`src/rtl/pc_gen_if.sv`:
```
// rtl/pc_gen_if.sv - control/target bus between datapath controller and pc_gen
//
// Carries the per-cycle control decisions (stall, exception, jal/jr/branch
// selects, branch offset, jal index, jr register value) into pc_gen and the
// PC, next-PC, return-address-stack prediction and mispredict count back out.
// master: controller/datapath side. slave: pc_gen.
interface pc_gen_if #(
    parameter int ADDR_W = 32,
    parameter int CNT_W  = 16
);
    logic              stall;
    logic              exc_req;
    logic              is_jal;
    logic              is_jr;
    logic              is_branch;
    logic              branch_taken;
    logic [15:0]       imm;
    logic [25:0]       ins_index;
    logic [ADDR_W-1:0] rs;

    logic [ADDR_W-1:0] pc;
    logic [ADDR_W-1:0] pc4;
    logic [ADDR_W-1:0] npc;
    logic [ADDR_W-1:0] ras_pred;
    logic              ras_valid;
    logic              jr_mispredict;
    logic [CNT_W-1:0]  mispredict_cnt;

    modport master (
        output stall, exc_req, is_jal, is_jr, is_branch, branch_taken,
               imm, ins_index, rs,
        input  pc, pc4, npc, ras_pred, ras_valid, jr_mispredict, mispredict_cnt
    );

    modport slave (
        input  stall, exc_req, is_jal, is_jr, is_branch, branch_taken,
               imm, ins_index, rs,
        output pc, pc4, npc, ras_pred, ras_valid, jr_mispredict, mispredict_cnt
    );
endinterface

```
`src/rtl/pc_gen.sv`:
```
// rtl/pc_gen.sv - MIPS program-counter generator with return-address stack
//
// Holds the architectural PC and selects the next PC (exception vector, jal,
// taken branch, jr, sequential). A circular return-address stack is pushed on
// jal and popped on jr; it only predicts jr targets and a saturating counter
// tallies jr mispredicts. The jr target itself always comes from rs.
// Ports:
//   clk    - rising-edge clock
//   rst_n  - asynchronous active-low reset
//   bus    - pc_gen_if.slave: control inputs in, pc/pc4/npc/RAS/counter out
module pc_gen #(
    parameter int                ADDR_W    = 32,
    parameter logic [ADDR_W-1:0] RESET_PC  = ADDR_W'(32'h0000_3000),
    parameter logic [ADDR_W-1:0] EXC_VEC   = ADDR_W'(32'h0000_4180),
    parameter int                RAS_DEPTH = 4,
    parameter int                CNT_W     = 16
) (
    input  logic     clk,
    input  logic     rst_n,
    pc_gen_if.slave  bus
);
    localparam int TP_W  = $clog2(RAS_DEPTH);
    localparam int OCC_W = $clog2(RAS_DEPTH + 1);
    localparam logic [OCC_W-1:0] OCC_MAX = OCC_W'(RAS_DEPTH);

    logic [ADDR_W-1:0] pc_q, pc_d;
    logic [TP_W-1:0]   tp_q, tp_d;
    logic [OCC_W-1:0]  occ_q, occ_d;
    logic [CNT_W-1:0]  cnt_q, cnt_d;
    logic [ADDR_W-1:0] ras_q [RAS_DEPTH];

    logic [ADDR_W-1:0] pc4;
    logic [ADDR_W-1:0] br_off;
    logic [ADDR_W-1:0] br_tgt;
    logic [ADDR_W-1:0] jal_tgt;
    logic [ADDR_W-1:0] npc;
    logic [ADDR_W-1:0] ras_top;
    logic              br_sel;
    logic              jal_sel;
    logic              jr_sel;
    logic              ras_valid;
    logic              mispredict;
    logic              push;
    logic              pop;

    assign pc4     = pc_q + ADDR_W'(4);
    // imm counts words: shift by two, then sign-extend to the PC width.
    assign br_off  = {{(ADDR_W-18){bus.imm[15]}}, bus.imm, 2'b00};
    assign br_tgt  = pc4 + br_off;
    assign jal_tgt = {pc_q[ADDR_W-1:28], bus.ins_index, 2'b00};

    assign br_sel  = bus.is_branch & bus.branch_taken;
    assign jal_sel = bus.is_jal & ~bus.exc_req;
    assign jr_sel  = bus.is_jr & ~bus.exc_req & ~bus.is_jal & ~br_sel;

    always_comb begin
        npc = pc4;
        if (bus.exc_req) begin
            npc = EXC_VEC;
        end else if (bus.is_jal) begin
            npc = jal_tgt;
        end else if (br_sel) begin
            npc = br_tgt;
        end else if (bus.is_jr) begin
            npc = bus.rs;
        end
    end

    // Entries left behind by pops are stale, so the top is only meaningful
    // while the stack is occupied.
    assign ras_valid  = (occ_q != '0);
    assign ras_top    = ras_q[tp_q];
    assign mispredict = jr_sel & (~ras_valid | (ras_top != bus.rs));

    assign push = jal_sel & ~bus.stall;
    assign pop  = jr_sel & ~bus.stall & ras_valid;

    always_comb begin
        pc_d  = bus.stall ? pc_q : npc;
        tp_d  = tp_q;
        occ_d = occ_q;
        cnt_d = cnt_q;
        if (push) begin
            // tp wraps, so a push onto a full stack overwrites the oldest entry.
            tp_d = tp_q + TP_W'(1);
            if (occ_q != OCC_MAX) begin
                occ_d = occ_q + OCC_W'(1);
            end
        end else if (pop) begin
            tp_d  = tp_q - TP_W'(1);
            occ_d = occ_q - OCC_W'(1);
        end
        if (mispredict && !bus.stall && (cnt_q != '1)) begin
            cnt_d = cnt_q + CNT_W'(1);
        end
    end

    always_ff @(posedge clk or negedge rst_n) begin
        if (!rst_n) begin
            pc_q  <= RESET_PC;
            tp_q  <= '0;
            occ_q <= '0;
            cnt_q <= '0;
            for (int i = 0; i < RAS_DEPTH; i++) begin
                ras_q[i] <= '0;
            end
        end else begin
            pc_q  <= pc_d;
            tp_q  <= tp_d;
            occ_q <= occ_d;
            cnt_q <= cnt_d;
            if (push) begin
                ras_q[tp_d] <= pc4;
            end
        end
    end

    assign bus.pc             = pc_q;
    assign bus.pc4            = pc4;
    assign bus.npc            = npc;
    assign bus.ras_pred       = ras_valid ? ras_top : '0;
    assign bus.ras_valid      = ras_valid;
    assign bus.jr_mispredict  = mispredict;
    assign bus.mispredict_cnt = cnt_q;
endmodule
```
`src/flat_wrapper.sv`:
```
// flat-port wrapper written by rule: the top's interface ports become plain ports
module pc_gen_flat 
#(
    parameter int                ADDR_W    = 32,
    parameter logic [ADDR_W-1:0] RESET_PC  = ADDR_W'(32'h0000_3000),
    parameter logic [ADDR_W-1:0] EXC_VEC   = ADDR_W'(32'h0000_4180),
    parameter int                RAS_DEPTH = 4,
    parameter int                CNT_W     = 16
)
  (clk, rst_n, bus_stall, bus_exc_req, bus_is_jal, bus_is_jr, bus_is_branch, bus_branch_taken, bus_imm, bus_ins_index, bus_rs, bus_pc, bus_pc4, bus_npc, bus_ras_pred, bus_ras_valid, bus_jr_mispredict, bus_mispredict_cnt);
  pc_gen_if #(.ADDR_W(ADDR_W), .CNT_W(CNT_W)) bus_i ();
  input  logic clk;
  input  logic rst_n;
  input wire logic [$bits(bus_i.stall)-1:0] bus_stall;
  input wire logic [$bits(bus_i.exc_req)-1:0] bus_exc_req;
  input wire logic [$bits(bus_i.is_jal)-1:0] bus_is_jal;
  input wire logic [$bits(bus_i.is_jr)-1:0] bus_is_jr;
  input wire logic [$bits(bus_i.is_branch)-1:0] bus_is_branch;
  input wire logic [$bits(bus_i.branch_taken)-1:0] bus_branch_taken;
  input wire logic [$bits(bus_i.imm)-1:0] bus_imm;
  input wire logic [$bits(bus_i.ins_index)-1:0] bus_ins_index;
  input wire logic [$bits(bus_i.rs)-1:0] bus_rs;
  output wire logic [$bits(bus_i.pc)-1:0] bus_pc;
  output wire logic [$bits(bus_i.pc4)-1:0] bus_pc4;
  output wire logic [$bits(bus_i.npc)-1:0] bus_npc;
  output wire logic [$bits(bus_i.ras_pred)-1:0] bus_ras_pred;
  output wire logic [$bits(bus_i.ras_valid)-1:0] bus_ras_valid;
  output wire logic [$bits(bus_i.jr_mispredict)-1:0] bus_jr_mispredict;
  output wire logic [$bits(bus_i.mispredict_cnt)-1:0] bus_mispredict_cnt;
  assign bus_i.stall = bus_stall;
  assign bus_i.exc_req = bus_exc_req;
  assign bus_i.is_jal = bus_is_jal;
  assign bus_i.is_jr = bus_is_jr;
  assign bus_i.is_branch = bus_is_branch;
  assign bus_i.branch_taken = bus_branch_taken;
  assign bus_i.imm = bus_imm;
  assign bus_i.ins_index = bus_ins_index;
  assign bus_i.rs = bus_rs;
  assign bus_pc = bus_i.pc;
  assign bus_pc4 = bus_i.pc4;
  assign bus_npc = bus_i.npc;
  assign bus_ras_pred = bus_i.ras_pred;
  assign bus_ras_valid = bus_i.ras_valid;
  assign bus_jr_mispredict = bus_i.jr_mispredict;
  assign bus_mispredict_cnt = bus_i.mispredict_cnt;
  pc_gen #(.ADDR_W(ADDR_W), .RESET_PC(RESET_PC), .EXC_VEC(EXC_VEC), .RAS_DEPTH(RAS_DEPTH), .CNT_W(CNT_W)) u_core (.clk(clk), .rst_n(rst_n), .bus(bus_i));
endmodule
```
`config.mk`:
```
export PLATFORM = sky130hd
export DESIGN_NAME = pc_gen_flat
export DESIGN_NICKNAME = d
export VERILOG_FILES = /design/src/rtl/pc_gen_if.sv /design/src/rtl/pc_gen.sv /design/src/flat_wrapper.sv
export SDC_FILE = /design/constraint.sdc
export NUM_CORES = 1
export LEC_CHECK = 0
export CELL_PAD_IN_SITES_DETAIL_PLACEMENT = 2
export CELL_PAD_IN_SITES_GLOBAL_PLACEMENT = 2
export CORE_UTILIZATION = 29
export CTS_BUF_LIST = sky130_fd_sc_hd__clkbuf_8
export DETAILED_ROUTE_END_ITERATION = 6
export GPL_TIMING_DRIVEN = 0
export HOLD_SLACK_MARGIN = 0.08
export PLACE_DENSITY_LB_ADDON = 0.1
export SLEW_MARGIN = 20
export SYNTH_ARGS = -nofsm -noshare
export SYNTH_HDL_FRONTEND = slang
export SYNTH_SLANG_ARGS = --single-unit
```
`constraint.sdc`:
```
create_clock -name clk -period 4.8 [get_ports clk]
set_clock_uncertainty 0.2 [all_clocks]
set_input_delay 0.72 -clock clk [delete_from_list [all_inputs] [get_ports clk]]
set_output_delay 0.72 -clock clk [all_outputs]
set_load 0.01 [all_outputs]
```
**Yosys cells after proc, flatten, opt, wreduce, memory -nomap -nowiden**

Index checks and enable logic that the tools add are counted.

- Magnitude comparators: 3
- Add/sub/neg operators: 7
- Bitwise gates (word level): 17
- Reduce and logical (&&, ||, !) cells: 7
- Muxes and demuxes: 16
- Equality and inequality tests: 4

Operator list:

| kind | count |
|---|---|
| 2-to-1 mux 32 bit | 8 |
| bitwise mux 128 bit | 1 |
| binary-select mux 32 bit (select 2 bit) | 1 |
| demux 32 bit (select 2 bit) | 1 |
| adder 32 x 3 -> 32 bit (second input constant) | 1 |
| adder 32 bit | 1 |
| inequality test 32 bit | 1 |
| adder 16 x 1 -> 16 bit (second input constant) | 1 |
| inequality test 16 bit (second input constant) | 1 |
| bitwise AND 1 bit | 9 |
| 2-to-1 mux 3 bit | 3 |
| greater-or-equal comparator 3 bit (second input constant) | 2 |
| NOT 2 -> 3 bit | 2 |
| NOT 1 bit | 5 |
| 2-to-1 mux 2 bit | 2 |
| adder 3 x 1 -> 3 bit (second input constant) | 1 |
| logical AND 1 bit | 3 |
| < comparator 3 x 1 -> 1 bit (second input constant) | 1 |
| inequality test 3 bit (second input constant) | 1 |
| nonzero test 3 bit | 1 |
| subtractor 3 x 1 -> 3 bit (second input constant) | 1 |
| adder 2 x 1 -> 2 bit (second input constant) | 1 |
| inequality test 2 bit (second input constant) | 1 |
| AND reduction 2 bit | 1 |
| 4 further kinds | 4 |

- Register bits: 181
- Output and inout bits: 146
- Input port bits: 82
- Word-level logic and storage cells: 62

**Depth between registers and ports, before layout**

Gate-level depths: netlist of the first run.

- Word-level depth: 14
- Depth in mapped cells: 19
- Depth with buffers taken out: 16

**Worst setup path before layout of the first run**

Ideal clock, no wire load.

- Kind: flip-flop to output port
- From: register u_core.pc_q[4] (netlist: u_core.bus.pc[4])
- To: output bus_npc[30]
- Cell stages (with the launch flop): 18
- Arrival time: 4.159 ns
- Required time: 3.880 ns
- Setup slack: -0.279 ns
- Path buffers: 1
- Cells stage by stage: dfrtp_1 -> clkbuf_1 -> nand4_1 -> nor4_1 -> and2_1 -> nand3_1 -> xor2_1 -> inv_1 -> ha_1 -> a21oi_1 -> nor2b_1 -> o21a_1 -> or3_1 -> a211oi_1 -> o221a_2 -> xnor2_1 -> a21oi_1 -> a211oi_1

- Longest elaborated chain between the ends: 5
- Elaborated cells between the ends (all ways): 6
- Classes of those cells: 2 x add/sub; 4 x mux

Ends and longest elaborated chain:

| what | RTL line | RTL |
|---|---|---|
| start, declared | pc_gen.sv:26 | `logic [ADDR_W-1:0] pc_q, pc_d;` |
| start signal, assigned | pc_gen.sv:108 | `pc_q <= pc_d;` |
| adder 32 x 3 -> 32 bit | pc_gen.sv:46 | `assign pc4 = pc_q + ADDR_W'(4);` |
| named net bus_pc4[23] | flat_wrapper.sv:24 | `output wire logic [$bits(bus_i.pc4)-1:0] bus_pc4;` |
| adder 32 bit | pc_gen.sv:49 | `assign br_tgt = pc4 + br_off;` |
| 2-to-1 mux 32 bit | pc_gen.sv:62 | `end else if (br_sel) begin` |
| 2-to-1 mux 32 bit | pc_gen.sv:60 | `end else if (bus.is_jal) begin` |
| 2-to-1 mux 32 bit | pc_gen.sv:58 | `if (bus.exc_req) begin` |
| end, declared | flat_wrapper.sv:25 | `output wire logic [$bits(bus_i.npc)-1:0] bus_npc;` |

The timed path passes the listed nets, and every way through them passes these cells.

**Worst setup path after layout of the first run**

- From: register u_core.pc_q[12] (netlist: u_core.bus.pc[12])
- To: output bus_npc[30]

- Longest elaborated chain between the ends: 5
- Elaborated cells between the ends (all ways): 6
- Classes of those cells: 2 x add/sub; 4 x mux

Ends and longest elaborated chain:

| what | RTL line |
|---|---|
| adder 32 x 3 -> 32 bit * | pc_gen.sv:46 |
| adder 32 bit or 2-to-1 mux 32 bit (tied branches) | pc_gen.sv:49, pc_gen.sv:64 |
| 2-to-1 mux 32 bit * | pc_gen.sv:62 |
| 2-to-1 mux 32 bit * | pc_gen.sv:60 |
| 2-to-1 mux 32 bit * | pc_gen.sv:58 |

Every way passes the cells marked *; elsewhere a longest branch is shown, timed or not.

==> impl_metrics.yaml, run 1 <==
die:
  die_h_microns: 201
  io_pins: 228
  initial_core_util_pct: 29.7
  core_area_sq_um: 38900
  chipWidth_microns: 201
  die-area_sq_um: 40600
  rows: 72
global_route:
  grt_max_degree: 75
  grt_use_total_pct: 29.4
  antenna_found_initial: 1
  grt-ovfl-total: 0
  grt_pass1_wl_microns: 88400
  first_global_vias: 13300
sta:
  layout_setup_ws_ns: -0.696
  fin_crit_sh_pct: 115
  finalMaxSlewViolations: 0
  worst_pin_slew_ns: 1.09
  slew_headroom_pct: 27.3
  period_needed_ns: 5.50
  max_freq_mhz: 182
  hold_viol_final: 0
  rsz0062_at_grt: "true"
  setup-violations-final: 15
synthesis:
  netlist_instances: 1298
  syn_nets: 1419
  synth_async_sr_flop_share_pct: 100
  seq_area_frac_synth_pct: 39.3
  synth-warning-count: 0
  synth_cell_type_count: 65
  synth_ff_type: "dfrtp_1"
  yosys.area.top_type: "dfrtp_1"
  syn_avg_cell_area_sq_um: 8.89
  netlist_top_cells_area: "dfrtp_1, nand2_1, mux4_2"
  yosys_register_bits: 181
  synth_enable_flop_cells: 0
  synth.top_cell.area_share_pct: 38.8
  synthesis.area_sq_um: 11500
place:
  gp_congestion: 0.868
  dpl.hpwl_microns: 42800
  place_ws_ns: -1.90
  portBuffers: 226
cts:
  cts_tree: "yes"
  clkTransAtPathRegs_ns: 0.11
  cts_buffer_depth: 2
  clockRootBuffer: "clkbuf_8"
  clkLatencyLatePin_ns: 0.51
  clock_sinks: 181
  cts_buffers: 17
  h-tree-depth: 4
critical_path:
  worstPathArrival_ns: 4.58
  cpPeakStageDelay_ns: 0.58
  crit_path_cell_trace: "nand4_1 -> buf_6 -> nor4_4 -> buf_4 -> and2_4 -> nand3_4 -> xor2_4 -> inv_4 -> ha_4 -> a21oi_4 -> nor2b_1 -> o21a_1 -> or3_4 -> a211oi_2 -> o221a_2 -> xnor2_2 -> a21oi_2 -> a211oi_2 -> buf_2"
  end_kind: "output pin"
  crit_fanout: 4
  crit_path_start_kind: "flip-flop"
  crit_type: "reg2out"
  crit_path_frequent_cell: "a211oi_2"
  worst-endpoint-required_ns: 3.88
  slowest_stage: "dfstp_2"
  cp_top_family: "compound AO/OA/AOI/OAI gates"
  r2r_slack_ns: 0.09
  path_buf_inv: 4
route:
  drt_wl_total_microns: 60500
  top_layer: "met4"
  ant_nets: 0
  first_pass_iters: 5
  met2_length_microns: 30400
  wl_met3_microns: 2170
  vias: 12000
  post_drt_wl_per_cell_microns: 27.5
  wl_met1_microns: 26100
  drt-initial-drc-count: 669
  drc: 0
  via_per_inst: 5.47
power:
  p_sw_share_pct: 41.8
  leakage_nw: 7.31
  combPwrFrac_pct: 56.6
  clkPwrFrac_pct: 13.2
  intPower_mw: 4.67
  vdd_drop_max_uv: 235
  p_switching_mw: 3.35
  p_per_area_nw_per_um2: 458
  seqPwrFrac_pct: 30.2
run_status:
  violations: "negative setup slack"
  outcome: "finished, violations left"
final_layout:
  filler_cell_count: 4166
  fin_util_pct: 45.0
  drive_gt1_share_pct: 28.2
  areaGrowthSynthToFinish_pct: 51.7
  nets: 1792
min_path:
  hold_path.class: "reg2reg"
job:
  drv_cap: 0
-- flip-flops by register name, summed over array words and instances, names as in the netlist --
name                       flops
u_core.bus.pc                 32
u_core.ras_q                 128
u_core.bus.mispredict_cnt     16
u_core.tp_q                    2
u_core.occ_q                   3
-- timing repair --
item,in CTS,in global routing
cloned,0,0
pin swaps,99,45
hold buffers,1,0
setup buffers,115,30
gates resized for setup,358,48
endpoints found under the hold margin,41,0
endpoints found under the setup margin,43,27
-- layout by cell type (no fill, tap or decap), types with 10 or more instances in the layout --
master,count
dfrtp_1,167
a21oi_1,83
nand4_1,17
ha_4,23
nand3_1,17
mux2i_1,25
xor2_1,25
buf_1,10
clkdlybuf4s50_1,198
mux2_2,34
o21ai_0,95
inv_1,42
buf_2,20
a211oi_1,10
a21o_1,10
mux4_2,24
inv_2,12
xnor2_1,32
buf_4,117
xor2_4,11
a21oi_2,15
nor3_1,21
xnor2_2,14
o211ai_1,14
nand2_1,148
nor2_1,127
clkbuf_8,22
and2_1,27
a211oi_2,10
clkbuf_1,43
buf_6,21
dfrtp_2,12
-- path summary, 6_finish.rpt --
path | depth (start not counted) | to | startpoint
worst max-delay path | 19 | bus_npc[30] | u_core.bus.pc[12]
worst min-delay path | 2 | u_core.ras_q[124] | u_core.ras_q[124]
worst max register to register | 24 | u_core.bus.pc[28] | u_core.bus.pc[12]
worst min register to register | 2 | u_core.ras_q[124] | u_core.ras_q[124]
max in group asynchronous | 3 | u_core.bus.pc[5] | rst_n
min in group asynchronous | 2 | u_core.ras_q[100] | rst_n
-- Yosys cell counts (34+ instances only) --
master	number
xnor2_1	55
nand2_1	156
inv_1	53
xor2_1	41
mux2_2	34
ha_1	37
o21ai_0	106
clkbuf_1	53
dfrtp_1	179
nor2_1	135
a21oi_1	106
-- logic make-up (layout without fill, tap and decap cells) --
group	Yosys count	count (layout)	share of synthesized area, %
multiplexers	85	85	10.4
XOR/XNOR	96	96	7.29
other	0	2	0
AO/OA/AOI/OAI	327	327	17.0
buffers and inverters	133	518	4.68
AND/OR/NAND/NOR	437	437	17.1
adder cells (fa/ha/maj)	39	39	4.36
flip-flops	181	181	39.3
-- power by group through the flow --
stage / sequential [mW] / clock [mW] / combinational [mW]
floorplan: 2.32 / 0 / 2.17
global placement: 2.40 / 0 / 3.78
detailed placement: 2.43 / 0 / 3.87
CTS: 2.41 / 1.08 / 4.43
global route: 2.48 / 1.12 / 4.84
finish: 2.42 / 1.06 / 4.54
-- worst register-to-register path: stages (launching register included) --
cell	delay (ns)
dfstp_2	0.58
nand4_1	0.12
buf_6	0.17
nor2_4	0.12
and3_4	0.29
buf_6	0.13
nand2_4	0.06
xor2_4	0.18
inv_2	0.09
ha_4	0.32
nand4_1	0.19
buf_4	0.22
o221a_4	0.27
a21oi_4	0.20
a311o_1	0.22
xor2_1	0.20
nand2_1	0.13
buf_4	0.20
buf_6	0.10
buf_6	0.10
buf_6	0.10
buf_6	0.10
buf_6	0.11
buf_6	0.11
o211ai_1	0.14
-- metrics by stage --
stage | area, sq um | setup TNS [ns] | cells | hold slack, ns | total power [mW]
floorplan | 11600 | 0 | 1298 | 0.224 | 4.49
global placement | 14500 | -1025.49 | 2042 | 0.258 | 6.18
detailed placement | 14600 | -33.35 | 2044 | 0.270 | 6.29
CTS | 17200 | -4.62 | 2180 | 0.292 | 7.92
global route | 17500 | -8.18 | 2202 | 0.325 | 8.44
finish | 17500 | -6.58 | 2203 | 0.288 | 8.02
-- layer usage --
layer  vias to the layer above  GRT usage [%]
li1                       5305              -
met1                      6300           37.6
met2                       337           51.1
met3                       107           3.61
met4                         0           9.47
met5                         -              0
-- layout make-up --
| class | instances | area [sq um] | area share [%] |
|---|---|---|---|
| Timing Repair Buffer | 363 | 3350 | 19.1 |
| Clock buffer | 21 | 289 | 1.65 |
| Buffer | 67 | 347 | 1.98 |
| Sequential cell | 181 | 4550 | 26.0 |
| Multi-Input combinational cell | 984 | 8000 | 45.7 |
| Tap cell | 518 | 648 | 3.70 |
| Inverter | 57 | 230 | 1.32 |
| Clock inverter | 10 | 82.6 | 0.472 |
| Antenna cell | 2 | 5.00 | 0.0286 |
(Power assumes the default switching activity.)
==> run 2: changes to the inputs <==
- MAX_ROUTING_LAYER: unset -> met4
- PLACE_DENSITY: unset -> 0.77
- PLACE_DENSITY_LB_ADDON: 0.1 -> unset
==> run 2 against run 1 <==
Count of clock-buffer cells in the layout decreased by 3; sequential cell count unchanged; wire length increased by 26%; core utilization increased by 1.1 points; total power increased by 9.9%; fmax is 8.8% lower; global-route usage increased by 3.4 points; critical path depth down 3; the flow still finishes with violations (negative setup slack).
==> impl_metrics.yaml, run 2 (same netlist as run 1, synthesis figures left out) <==
final_layout:
  largest_reg_flops: 128
  multiInputGateArea_sq_um: 8120
  drive_gt1_share_pct: 30.2
  final_common_cell: "clkdlybuf4s50_1"
  finalNonFillerCells: 2231
  nets: 1821
  regMostFlops: "u_core.ras_q"
  areaGrowthSynthToFinish_pct: 55.3
  final-seq-area_sq_um: 4550
  filler_cell_count: 4048
  final_cell_mix: "clkdlybuf4s50_1, dfrtp_1, nand2_1"
place:
  gp_congestion: 0.886
  dpl.hpwl_microns: 42500
  place_inst: 2043
  place_ws_ns: -1.77
  portBuffers: 226
critical_path:
  worstPathArrival_ns: 5.11
  r2r_start: "u_core.bus.pc[13]"
  end_kind: "output pin"
  reg2reg_to: "u_core.bus.pc[28]"
  crit_type: "reg2out"
  r2r_slack_ns: -0.70
  crit_path_start_kind: "flip-flop"
  cp-endpoint: "bus_npc[31]"
  startpoint: "u_core.bus.pc[13]"
  crit_fanout: 6
  worst-endpoint-required_ns: 3.88
  reg2reg_depth: 30
job:
  drv_cap: 0
cts:
  clkTransAtPathRegs_ns: 0.13
  cts_tree: "yes"
  cts_buffers: 17
  clkLatencyLatePin_ns: 0.53
  cts_buffer_depth: 2
  clock_sinks: 181
  clockRootBuffer: "clkbuf_8"
  h-tree-depth: 4
route:
  first_pass_iters: 5
  ant_nets: 0
  vias: 13800
  drt_wl_total_microns: 76100
  post_drt_wl_per_cell_microns: 34.1
  via_per_inst: 6.18
  drc: 0
  drt-initial-drc-count: 1310
sta:
  hold_viol_final: 0
  timing.hold.ws_ns: 0.297
  period_needed_ns: 6.03
  slew_headroom_pct: 30.5
  setup_tns_ns: -14.19
  rsz0062_at_grt: "true"
  finalMaxSlewViolations: 0
  worst_pin_slew_ns: 1.04
  layout_setup_ws_ns: -1.23
  max_freq_mhz: 166
  fin_crit_sh_pct: 126
  setup-violations-final: 29
power:
  total_power_mw: 8.82
  p_per_area_nw_per_um2: 492
  leakage_nw: 7.50
  vdd_drop_max_uv: 167
die:
  io_pins: 228
  die_h_microns: 201
  chipWidth_microns: 201
  initial_core_util_pct: 29.7
  core_area_sq_um: 38900
  rows: 72
  die-area_sq_um: 40600
global_route:
  first_global_vias: 14000
  grt_pass1_wl_microns: 95400
  grt_use_total_pct: 32.7
  grt_max_degree: 96
  grt-ovfl-total: 0
  antenna_found_initial: 2
run_status:
  outcome: "finished, violations left"
  violations: "negative setup slack"
min_path:
  hold_path.class: "reg2reg"
run 2: cell count changes in the layout (fill, tap and decap cells not counted), sizes merged:
cell and change:
buf +27, bufinv +4, clkbuf -2, clkdlybuf4s15 +3, clkinv +4, clkinvlp -1
diode -1, dlygate4sd2 -2, inv -4
run 2: layout make-up:
class | count | share of cell area [%]
antenna | 1 | 0.0140
buffer | 68 | 2.10
clock buffer | 18 | 1.38
clock inverter | 13 | 1.15
inverter | 57 | 1.22
multi-input combinational | 984 | 45.3
sequential | 181 | 25.4
tap | 518 | 3.62
timing repair buffer | 391 | 19.8
run 2: report_power, final:
part / internal [mW] / switching [mW] / leakage [nW] / total [mW]
logic: 2.23 / 2.75 / 5.02 / 4.98
clock network: 0.631 / 0.686 / 0.224 / 1.32
registers: 2.05 / 0.468 / 2.26 / 2.52
total: 4.91 / 3.90 / 7.50 / 8.82
run 2: through the flow:
step / util [%] / area (sq um)
global placement: 37.2 / 14500
global route: 46.0 / 17900
CTS: 43.6 / 17000
finish: 46.0 / 17900
floorplan: - / 11600
detailed placement: 37.4 / 14500
run 2: what timing repair did:
action,4_1_cts,5_1_grt
setup buffers,102,63
hold endpoints to repair,46,0
gates resized for setup,316,113
hold buffers,1,0
pin swaps,86,65
setup endpoints to repair,41,28
run 2: layer usage:
layer	GRT usage, %	vias to the layer above	part of all wire [%]
met3	5.07	415	7.1
li1	-	5348	-
met1	38.9	7034	37
met2	53.7	987	47
met4	16.7	0	8.4
met5	-	-	0
run 2: how the worst min path moves through the flow:
stage | depth (start not counted) | slack, ns | endpoint | from
2_1_floorplan | 0 | 0.22 | u_core.bus.mispredict_cnt[0] | rst_n
3_3_place_gp | 2 | 0.26 | u_core.ras_q[27] | u_core.ras_q[27]
3_5_place_dp | 2 | 0.27 | u_core.ras_q[21] | u_core.ras_q[21]
4_1_cts | 2 | 0.29 | u_core.ras_q[21] | u_core.ras_q[21]
5_1_grt | 2 | 0.31 | u_core.ras_q[99] | u_core.ras_q[99]
6_report | 2 | 0.30 | u_core.ras_q[124] | u_core.ras_q[124]
run 2: critical path, stage by stage (launching register included):
cell	delay (ns)
dfstp_2	0.62
buf_4	0.20
inv_1	0.07
nor2_2	0.14
and3_4	0.28
buf_4	0.16
nand4_1	0.16
xor2_1	0.77
inv_1	0.25
ha_1	0.46
nand2_1	0.14
nor2_1	0.09
a221oi_4	0.39
xnor2_2	0.16
a2bb2oi_2	0.10
a211oi_2	0.37
buf_2	0.20
